==> config.mk <==
export PLATFORM = sky130hd
export DESIGN_NAME = uart_tx_fifo
export DESIGN_NICKNAME = d
export VERILOG_FILES = /design/src/rtl/uart_pkg.sv /design/src/rtl/sync_fifo.sv /design/src/rtl/uart_tx_fifo.sv
export SDC_FILE = /design/constraint.sdc
export NUM_CORES = 1
export LEC_CHECK = 0
export BUFFER_PORTS_ARGS = -buffer_cell sky130_fd_sc_hd__clkbuf_2
export CAP_MARGIN = 20
export CORE_UTILIZATION = 40
export DETAILED_ROUTE_END_ITERATION = 8
export GPL_TIMING_DRIVEN = 1
export PLACE_DENSITY = 0.58
export SLEW_MARGIN = 20
export SYNTH_ARGS = -nofsm -noshare
export SYNTH_HDL_FRONTEND = slang
export SYNTH_SLANG_ARGS = --single-unit
==> constraint.sdc <==
create_clock -name i_CLK -period 3.9 [get_ports i_CLK]
set_input_delay 0.78 -clock i_CLK [delete_from_list [all_inputs] [get_ports i_CLK]]
set_output_delay 0.78 -clock i_CLK [all_outputs]
set_load 0.02 [all_outputs]
==> src/rtl/uart_pkg.sv <==
// Shared definitions for the UART transmitter: frame FSM states, parity
// mode codes and an elaboration-time ceil(log2) helper.
package uart_pkg;

    typedef enum logic [2:0] {
        S_IDLE   = 3'd0,
        S_START  = 3'd1,
        S_DATA   = 3'd2,
        S_PARITY = 3'd3,
        S_STOP   = 3'd4,
        S_BREAK  = 3'd5
    } state_t;

    localparam int PAR_NONE = 0;
    localparam int PAR_EVEN = 1;
    localparam int PAR_ODD  = 2;

    // Smallest r with 2**r >= v; used for counter and pointer widths.
    function automatic int clog2(input int v);
        int r;
        r = 0;
        while ((1 << r) < v) begin
            r = r + 1;
        end
        return r;
    endfunction

endpackage

==> src/rtl/sync_fifo.sv <==
// Single-clock FIFO with a first-word-fall-through head. Pointers wrap
// naturally; the occupancy counter is one bit wider so full != empty.
module sync_fifo
    import uart_pkg::*;
#(
    parameter int WIDTH = 8,
    parameter int DEPTH = 4
) (
    input  logic                     clk,
    input  logic                     rst_n,
    input  logic                     push,
    input  logic                     pop,
    input  logic [WIDTH-1:0]         wdata,
    output logic [WIDTH-1:0]         rdata,
    output logic                     full,
    output logic                     empty,
    output logic [clog2(DEPTH):0]    level
);

    localparam int PTR_W = clog2(DEPTH);

    logic [WIDTH-1:0] mem [DEPTH];
    logic [PTR_W-1:0] wr_ptr;
    logic [PTR_W-1:0] rd_ptr;
    logic             push_ok;
    logic             pop_ok;

    assign full    = (level == (PTR_W+1)'(DEPTH));
    assign empty   = (level == '0);
    assign push_ok = push && !full;
    assign pop_ok  = pop && !empty;
    assign rdata   = mem[rd_ptr];

    // Storage array; contents need no reset since level gates every read.
    always_ff @(posedge clk) begin
        if (push_ok) begin
            mem[wr_ptr] <= wdata;
        end
    end

    // Pointer and occupancy bookkeeping; push and pop together leave level alone.
    always_ff @(posedge clk or negedge rst_n) begin
        if (!rst_n) begin
            wr_ptr <= '0;
            rd_ptr <= '0;
            level  <= '0;
        end else begin
            if (push_ok) wr_ptr <= wr_ptr + PTR_W'(1);
            if (pop_ok)  rd_ptr <= rd_ptr + PTR_W'(1);
            case ({push_ok, pop_ok})
                2'b10:   level <= level + (PTR_W+1)'(1);
                2'b01:   level <= level - (PTR_W+1)'(1);
                default: level <= level;
            endcase
        end
    end

endmodule

==> src/rtl/uart_tx_fifo.sv <==
// Configurable UART transmitter fed from a small FIFO. Frames are
// start / DATA_BITS LSB-first / optional parity / STOP_BITS stop, each bit
// CLK_DIV cycles. Queued words go out back-to-back; i_BREAK is honoured only
// between frames and is followed by at least one idle bit time.
module uart_tx_fifo
    import uart_pkg::*;
#(
    parameter int CLK_DIV    = 1250,
    parameter int DATA_BITS  = 8,
    parameter int PARITY     = 0,
    parameter int STOP_BITS  = 1,
    parameter int FIFO_DEPTH = 4
) (
    input  logic                         i_CLK,
    input  logic                         i_RSTn,
    input  logic [DATA_BITS-1:0]         i_WDATA,
    input  logic                         i_WVALID,
    output logic                         o_WREADY,
    input  logic                         i_BREAK,
    output logic                         o_UART_TXD,
    output logic                         o_BUSY,
    output logic [clog2(FIFO_DEPTH):0]   o_LEVEL
);

    localparam int BAUD_W = clog2(CLK_DIV);
    localparam int BIT_W  = clog2(DATA_BITS + 1);

    state_t                 state, state_nx;
    logic [BAUD_W-1:0]      baud, baud_nx;
    logic [BIT_W-1:0]       bitcnt, bitcnt_nx;
    logic [DATA_BITS-1:0]   shift, shift_nx;
    logic                   par, par_nx;
    logic                   txd, txd_nx;
    logic                   hold, hold_nx;
    logic                   load;
    logic                   at_bnd;

    logic                   fifo_full;
    logic                   fifo_empty;
    logic [DATA_BITS-1:0]   fifo_rdata;

    sync_fifo #(
        .WIDTH (DATA_BITS),
        .DEPTH (FIFO_DEPTH)
    ) u_fifo (
        .clk   (i_CLK),
        .rst_n (i_RSTn),
        .push  (i_WVALID),
        .pop   (load),
        .wdata (i_WDATA),
        .rdata (fifo_rdata),
        .full  (fifo_full),
        .empty (fifo_empty),
        .level (o_LEVEL)
    );

    assign o_WREADY   = !fifo_full;
    assign o_UART_TXD = txd;
    assign o_BUSY     = (state != S_IDLE) || !fifo_empty;
    assign at_bnd     = (baud == BAUD_W'(CLK_DIV - 1));

    // Frame sequencing: next state, next line level, and when to pop a word.
    // 'hold' keeps IDLE from starting a frame until a full high bit time has
    // elapsed after a break.
    always_comb begin
        state_nx  = state;
        baud_nx   = baud;
        bitcnt_nx = bitcnt;
        shift_nx  = shift;
        par_nx    = par;
        txd_nx    = txd;
        hold_nx   = hold;
        load      = 1'b0;

        if (state != S_IDLE && state != S_BREAK) begin
            baud_nx = at_bnd ? '0 : baud + BAUD_W'(1);
        end

        case (state)
            S_IDLE: begin
                txd_nx  = 1'b1;
                baud_nx = '0;
                if (hold) begin
                    baud_nx = at_bnd ? '0 : baud + BAUD_W'(1);
                    hold_nx = !at_bnd;
                end
                if (i_BREAK) begin
                    state_nx = S_BREAK;
                    txd_nx   = 1'b0;
                    baud_nx  = '0;
                    hold_nx  = 1'b0;
                end else if (!fifo_empty && (!hold || at_bnd)) begin
                    load = 1'b1;
                end
            end
            S_START: begin
                if (at_bnd) begin
                    state_nx  = S_DATA;
                    txd_nx    = shift[0];
                    shift_nx  = shift >> 1;
                    bitcnt_nx = '0;
                end
            end
            S_DATA: begin
                if (at_bnd) begin
                    if (bitcnt == BIT_W'(DATA_BITS - 1)) begin
                        bitcnt_nx = '0;
                        if (PARITY != PAR_NONE) begin
                            state_nx = S_PARITY;
                            txd_nx   = par;
                        end else begin
                            state_nx = S_STOP;
                            txd_nx   = 1'b1;
                        end
                    end else begin
                        bitcnt_nx = bitcnt + BIT_W'(1);
                        txd_nx    = shift[0];
                        shift_nx  = shift >> 1;
                    end
                end
            end
            S_PARITY: begin
                if (at_bnd) begin
                    state_nx  = S_STOP;
                    txd_nx    = 1'b1;
                    bitcnt_nx = '0;
                end
            end
            S_STOP: begin
                if (at_bnd) begin
                    if (bitcnt == BIT_W'(STOP_BITS - 1)) begin
                        bitcnt_nx = '0;
                        if (!fifo_empty && !i_BREAK) begin
                            load = 1'b1;
                        end else begin
                            state_nx = S_IDLE;
                            txd_nx   = 1'b1;
                        end
                    end else begin
                        bitcnt_nx = bitcnt + BIT_W'(1);
                    end
                end
            end
            S_BREAK: begin
                txd_nx  = 1'b0;
                baud_nx = '0;
                if (!i_BREAK) begin
                    state_nx = S_IDLE;
                    txd_nx   = 1'b1;
                    hold_nx  = 1'b1;
                end
            end
            default: begin
                state_nx = S_IDLE;
                txd_nx   = 1'b1;
            end
        endcase

        // Popping the head always launches a start bit on the same edge.
        if (load) begin
            state_nx  = S_START;
            txd_nx    = 1'b0;
            baud_nx   = '0;
            bitcnt_nx = '0;
            shift_nx  = fifo_rdata;
            par_nx    = (^fifo_rdata) ^ (PARITY == PAR_ODD);
        end
    end

    // FSM and datapath registers; reset drives the line high immediately.
    always_ff @(posedge i_CLK or negedge i_RSTn) begin
        if (!i_RSTn) begin
            state  <= S_IDLE;
            baud   <= '0;
            bitcnt <= '0;
            shift  <= '0;
            par    <= 1'b0;
            txd    <= 1'b1;
            hold   <= 1'b0;
        end else begin
            state  <= state_nx;
            baud   <= baud_nx;
            bitcnt <= bitcnt_nx;
            shift  <= shift_nx;
            par    <= par_nx;
            txd    <= txd_nx;
            hold   <= hold_nx;
        end
    end

endmodule
==> impl_metrics.env, run 1 <==
export IMPL_cellLeakagePower_nw=1.51
export IMPL_yosysSeqAreaShare_pct=56.0
export IMPL_postPlaceCellArea_um2=3470
export IMPL_hold_buffers=0
export IMPL_rr_worst_depth=12
export IMPL_netlist_instances=254
export IMPL_cts_buffers_inserted=9
export IMPL_slew_headroom_pct=42.0
export IMPL_syn_nets=276
export IMPL_clock_latency_ns=0.34
export IMPL_fin_nets=298
export IMPL_die_h_um=92.6
export IMPL_firstDrtPassIters=4
export IMPL_final_area_um2=3680
export IMPL_ys_ff_latch=67
export IMPL_peakVddDrop_mv=0.376
export IMPL_power_density_nw_per_um2=551
export IMPL_fmax_mhz=332
export IMPL_synth_cell_area_um2=3280
export IMPL_drc=0
export IMPL_area_growth_pct=12.2
export IMPL_num_io_pins=18
export IMPL_synth_area_leaders="edfxtp_1 29%, dfrtp_1 26%, mux4_2 5.5%"
export IMPL_n_antenna_cell=0
export IMPL_critPathLaunch="baud[2]$_DFFE_PN0P_"
export IMPL_setup_tns_final_ns=0
export IMPL_hold_class="flip-flop to flip-flop"
export IMPL_r2r_slack_ns=0.89
export IMPL_rsz0062_at_grt="false"
export IMPL_portBuffers=17
export IMPL_vias=1965
export IMPL_rr_endpoint="u_fifo.level[2]$_DFFE_PN0P_"
export IMPL_slew_viol_final=0
export IMPL_grt_total_usage_pct=14.9
export IMPL_crit_end="u_fifo.level[2]$_DFFE_PN0P_"
export IMPL_synth_top_flop_cell="dfrtp_1"
export IMPL_crit_required_ns=4.17
export IMPL_cts_root_buf="clkbuf_8"
export IMPL_dieArea_um2=8570
export IMPL_htreeDepth=3
export IMPL_critPathCaptureType="flip-flop"
export IMPL_avgViaCountPerCell=5.13
export IMPL_first_global_vias=1966
export IMPL_fin_skew_ns=0.00907
export IMPL_grt_max_degree=36
export IMPL_dpl_hpwl_um=3930
export IMPL_core_um2=7850
export IMPL_min_period_ns=3.01
export IMPL_tightest_slew_ns=0.870
export IMPL_yosysTopAreaCellShare_pct=29.3
export IMPL_worstReg2RegStart="baud[2]$_DFFE_PN0P_"
export IMPL_cts_clk_slew_worst_paths_ns=0.08
export IMPL_critPathArrivalTime_ns=3.28
export IMPL_period_share_pct=77.3
export IMPL_clock_path_buffers=2
export IMPL_yosys_area_top_type="edfxtp_1"
export IMPL_synth_edff_count=32
export IMPL_start_util_pct=41.8
export IMPL_synthArstFlopShare_pct=52.2
export IMPL_fillers=725
export IMPL_status="completed"
export IMPL_crit_fanout=11
export IMPL_yosysWarningCount=0
export IMPL_synth_cell_type_count=51
export IMPL_hold_violations=0
export IMPL_antenna_found_initial=0
export IMPL_drt_wirelength_per_cell_um=14.5
export IMPL_drv_cap=0
export IMPL_gp_congestion=0.793
export IMPL_setup_viol=0
export IMPL_cts_tree="built"
export IMPL_cp_start_kind="flip-flop"
export IMPL_pre_cts_ws_ns=0.912
export IMPL_grt_ovfl_total=0
export IMPL_avgSynthCellArea_um2=12.9
export IMPL_ant_nets=0
export IMPL_drt_iter0_markers=117
export IMPL_finalWorstSetupSlack_ns=0.885
export IMPL_critical_path_class="flip-flop to flip-flop"
export IMPL_postCtsSetupRepairBufs=0
export IMPL_grt_pass1_wl_um=9710
export IMPL_wirelength_um=5540
export IMPL_clock_sinks=67
export IMPL_num_rows=32
export IMPL_die_width_um=92.6
export IMPL_drive_gt1_share_pct=22.8
export IMPL_post_cts_resized=0
[layer usage]
metal,routed length (µm),global-route usage (%)
met1,2670,20.2
met2,2570,22.9
met3,224,4.11
met4,73,5.08
met5,0,0
[cells in the final DEF, fill, tap and decap left out, drive strengths merged, types with 9 or more instances in the layout]
master,n
clkbuf,26
dfrtp,34
edfxtp,32
ha,9
inv,20
mux2,10
nand2,14
nand3,10
nor2,18
o21ai,9
[synth_stat cells, types with 3 or more instances]
cell / instances
nor3_1: 6
xnor2_1: 8
mux4_2: 8
nor2_1: 18
mux2i_1: 4
xor2_1: 7
and3_1: 6
mux2_1: 5
ha_1: 9
nand2_1: 14
o22ai_1: 3
o21ai_0: 9
a21oi_1: 5
a31o_2: 3
nand3_1: 10
mux2_4: 5
edfxtp_1: 32
clkbuf_1: 8
and2_1: 3
a21o_1: 3
dfrtp_1: 34
inv_1: 16
[where the power goes]
group	leakage, nW	switching, mW	internal, mW
sequential	0.715	0.109	0.902
combinational	0.694	0.230	0.191
clock	0.103	0.291	0.307
[per-stage QoR]
stage          total power, mW  cells  util (%)  hold slack [ns]
4_1_cts                   2.06    383      46.9            0.517
3_3_place_gp              1.45    367      44.3            0.491
5_1_grt                   2.17    383      46.9            0.541
2_1_floorplan             1.31    254         -            0.475
6_report                  2.03    383      46.9            0.520
3_5_place_dp              1.45    367      44.3            0.499
[how the worst min path moves through the flow]
stage | start | to | depth (start not counted)
after floorplan | i_RSTn | baud[0]$_DFFE_PN0P_ | 0
after global placement | shift[3]$_DFFE_PN0P_ | shift[3]$_DFFE_PN0P_ | 1
final | shift[3]$_DFFE_PN0P_ | shift[3]$_DFFE_PN0P_ | 1
after CTS | shift[3]$_DFFE_PN0P_ | shift[3]$_DFFE_PN0P_ | 1
after detailed placement | shift[3]$_DFFE_PN0P_ | shift[3]$_DFFE_PN0P_ | 1
after global routing | shift[3]$_DFFE_PN0P_ | shift[3]$_DFFE_PN0P_ | 1
[critical path, stage by stage (launching register included)]
cell      delay [ns]
dfrtp_1         0.43
or4b_4          0.59
nor3_4          0.16
buf_4           0.20
a22oi_2         0.11
nand2b_1        0.20
inv_1           0.17
ha_1            0.21
inv_1           0.06
fa_1            0.37
xor2_1          0.16
nor2_1          0.12
xor2_1          0.15
[registers in the layout, summed over array words and instances, names as in the netlist]
name           count
u_fifo.rd_ptr      2
shift              8
state              3
u_fifo.wr_ptr      2
o_UART_TXD         1
u_fifo.level       3
u_fifo.mem        32
bitcnt             4
hold               1
baud              11
[logic make-up after synthesis]
group,after synthesis,share of synthesized area (%)
xor gates and xnor gates,15,4.00
adders and majority gates,10,4.04
AOI/OAI and AO/OA,36,8.39
muxes,22,10.7
DFF,67,56.0
and+or+nand+nor,77,13.3
buffers and inverters,27,3.58
[layout make-up]
type,instances,area [µm²],share of cell area [%]
sequential,67,1840,49.9
clock inverter,7,83.8,2.28
multi-input combinational,160,1330,36.0
timing repair buffer,22,123,3.33
clock buffer,9,124,3.36
tap,102,128,3.47
inverter,16,60.1,1.63
No activity file was read; power rests on OpenSTA's default activity.
==> inputs of run 2 (changes only) <==
==> constraint.sdc (replaced) <==
create_clock -name i_CLK -period 3 [get_ports i_CLK]
set_input_delay 0.6 -clock i_CLK [delete_from_list [all_inputs] [get_ports i_CLK]]
set_output_delay 0.6 -clock i_CLK [all_outputs]
set_load 0.02 [all_outputs]
==> impl_metrics.env, run 2 (same netlist as run 1, synthesis figures left out) <==
export IMPL_status="completed"
export IMPL_firstDrtPassIters=4
export IMPL_start_util_pct=41.8
export IMPL_register_area_um2=1840
export IMPL_vias=2035
export IMPL_postCtsSetupRepairBufs=0
export IMPL_cts_buffers_inserted=9
export IMPL_grt_ovfl_total=0
export IMPL_critPathArrivalTime_ns=3.05
export IMPL_grt_total_usage_pct=15.8
export IMPL_peakVddDrop_mv=0.403
export IMPL_tightest_slew_ns=0.903
export IMPL_drive_gt1_share_pct=24.4
export IMPL_multi_input_area_um2=1330
export IMPL_grt_max_degree=36
export IMPL_setup_viol=0
export IMPL_finalWorstSetupSlack_ns=0.219
export IMPL_critPathCaptureType="flip-flop"
export IMPL_drv_cap=0
export IMPL_critical_path_class="flip-flop to flip-flop"
export IMPL_p_total_mw=2.65
export IMPL_hold_class="input pin to asynchronous set/reset pin"
export IMPL_fillers=751
export IMPL_portBuffers=17
export IMPL_crit_required_ns=3.27
export IMPL_drt_wirelength_per_cell_um=15.0
export IMPL_clock_latency_ns=0.34
export IMPL_clock_sinks=67
export IMPL_hold_buffers=0
export IMPL_core_um2=7850
export IMPL_num_io_pins=18
export IMPL_gp_congestion=0.854
export IMPL_cts_clk_slew_worst_paths_ns=0.08
export IMPL_first_global_vias=2109
export IMPL_min_period_ns=2.78
export IMPL_hold_violations=0
export IMPL_avgViaCountPerCell=5.23
export IMPL_grt_pass1_wl_um=10200
export IMPL_slew_headroom_pct=39.8
export IMPL_rr_worst_depth=11
export IMPL_clock_path_buffers=2
export IMPL_cts_root_buf="clkbuf_8"
export IMPL_fmax_mhz=360
export IMPL_htreeDepth=3
export IMPL_final_cell_mix="34 x dfrtp_1, 32 x edfxtp_1, 18 x nor2_1"
export IMPL_regMostFlops="u_fifo.mem"
export IMPL_fin_nets=304
export IMPL_die_h_um=92.6
export IMPL_top_regs="u_fifo.mem x32, baud x11, shift x8"
export IMPL_antenna_found_initial=0
export IMPL_fin_skew_ns=0.0114
export IMPL_r2r_slack_ns=0.22
export IMPL_n_antenna_cell=0
export IMPL_setup_tns_final_ns=0
export IMPL_drt_iter0_markers=98
export IMPL_rsz0062_at_grt="false"
export IMPL_num_rows=32
export IMPL_cellLeakagePower_nw=1.54
export IMPL_dp_cells=373
export IMPL_power_density_nw_per_um2=710
export IMPL_instances_no_fill=389
export IMPL_dpl_hpwl_um=4060
export IMPL_ant_nets=0
export IMPL_crit_fanout=4
export IMPL_hold_slack_ns=0.380
export IMPL_dieArea_um2=8570
export IMPL_layout_commonest_cell="dfrtp_1"
export IMPL_wirelength_um=5850
export IMPL_largest_reg_flops=32
export IMPL_slew_viol_final=0
export IMPL_pre_cts_ws_ns=0.166
export IMPL_drc=0
export IMPL_cp_start_kind="flip-flop"
export IMPL_die_width_um=92.6
export IMPL_period_share_pct=92.7
export IMPL_cts_tree="built"
export IMPL_area_growth_pct=13.6
-- run 2: what timing repair did --
action	CTS	global route
resized for setup	0	0
endpoints found under the setup margin	0	1
endpoints found under the hold margin	0	0
-- run 2: report_power, final --
group | internal, mW | leakage (nW) | switching (mW) | total [mW]
combinational | 0.257 | 0.725 | 0.310 | 0.567
clock | 0.396 | 0.102 | 0.377 | 0.773
sequential | 1.17 | 0.715 | 0.136 | 1.31
total | 1.82 | 1.54 | 0.823 | 2.65
-- run 2: final timing paths --
path / startpoint / endpoint
setup reg to reg: baud[9]$_DFFE_PN0P_ / u_fifo.level[2]$_DFFE_PN0P_
min in group i_CLK: i_WDATA[7] / u_fifo.mem[3][7]$_DFFE_PP_
max in group asynchronous: i_RSTn / shift[3]$_DFFE_PN0P_
hold / removal: i_RSTn / baud[1]$_DFFE_PN0P_
hold reg to reg: shift[3]$_DFFE_PN0P_ / shift[3]$_DFFE_PN0P_
setup / recovery: baud[9]$_DFFE_PN0P_ / u_fifo.level[2]$_DFFE_PN0P_
-- run 2: cell type report --
type / count / share of cell area [%]
flip-flops and latches: 67 / 49.3
multi-input cells: 160 / 35.6
repair buffers: 28 / 4.50
well taps: 102 / 3.42
clock buffers: 9 / 3.32
clock inverters: 7 / 2.25
inverters: 16 / 1.61
-- run 2: metrics by stage --
step                      utilization, %  instance area (µm²)
after floorplan                        -                 3280
after global placement              44.9                 3520
after detailed placement            44.9                 3520
after CTS                           47.5                 3730
after global routing                47.5                 3730
final                               47.5                 3730
-- run 2: critical path: stages, from the launching register on --
cell,delay (ns)
dfrtp_1,0.42
or4b_4,0.57
o31ai_4,0.24
a22oi_2,0.15
nand2b_1,0.19
inv_1,0.11
ha_1,0.19
inv_1,0.06
fa_1,0.37
xor2_1,0.15
nor2_1,0.11
xor2_1,0.15
-- run 2: layer usage --
metal | track usage, % | vias up | wire [µm] | share of wire [%]
met5 | 0 | - | 0 | 0
met4 | 7.42 | 0 | 108 | 1.8
met3 | 3.45 | 11 | 202 | 3.5
met2 | 25.0 | 33 | 2770 | 47
met1 | 20.7 | 1013 | 2780 | 47
li1 | - | 978 | - | -
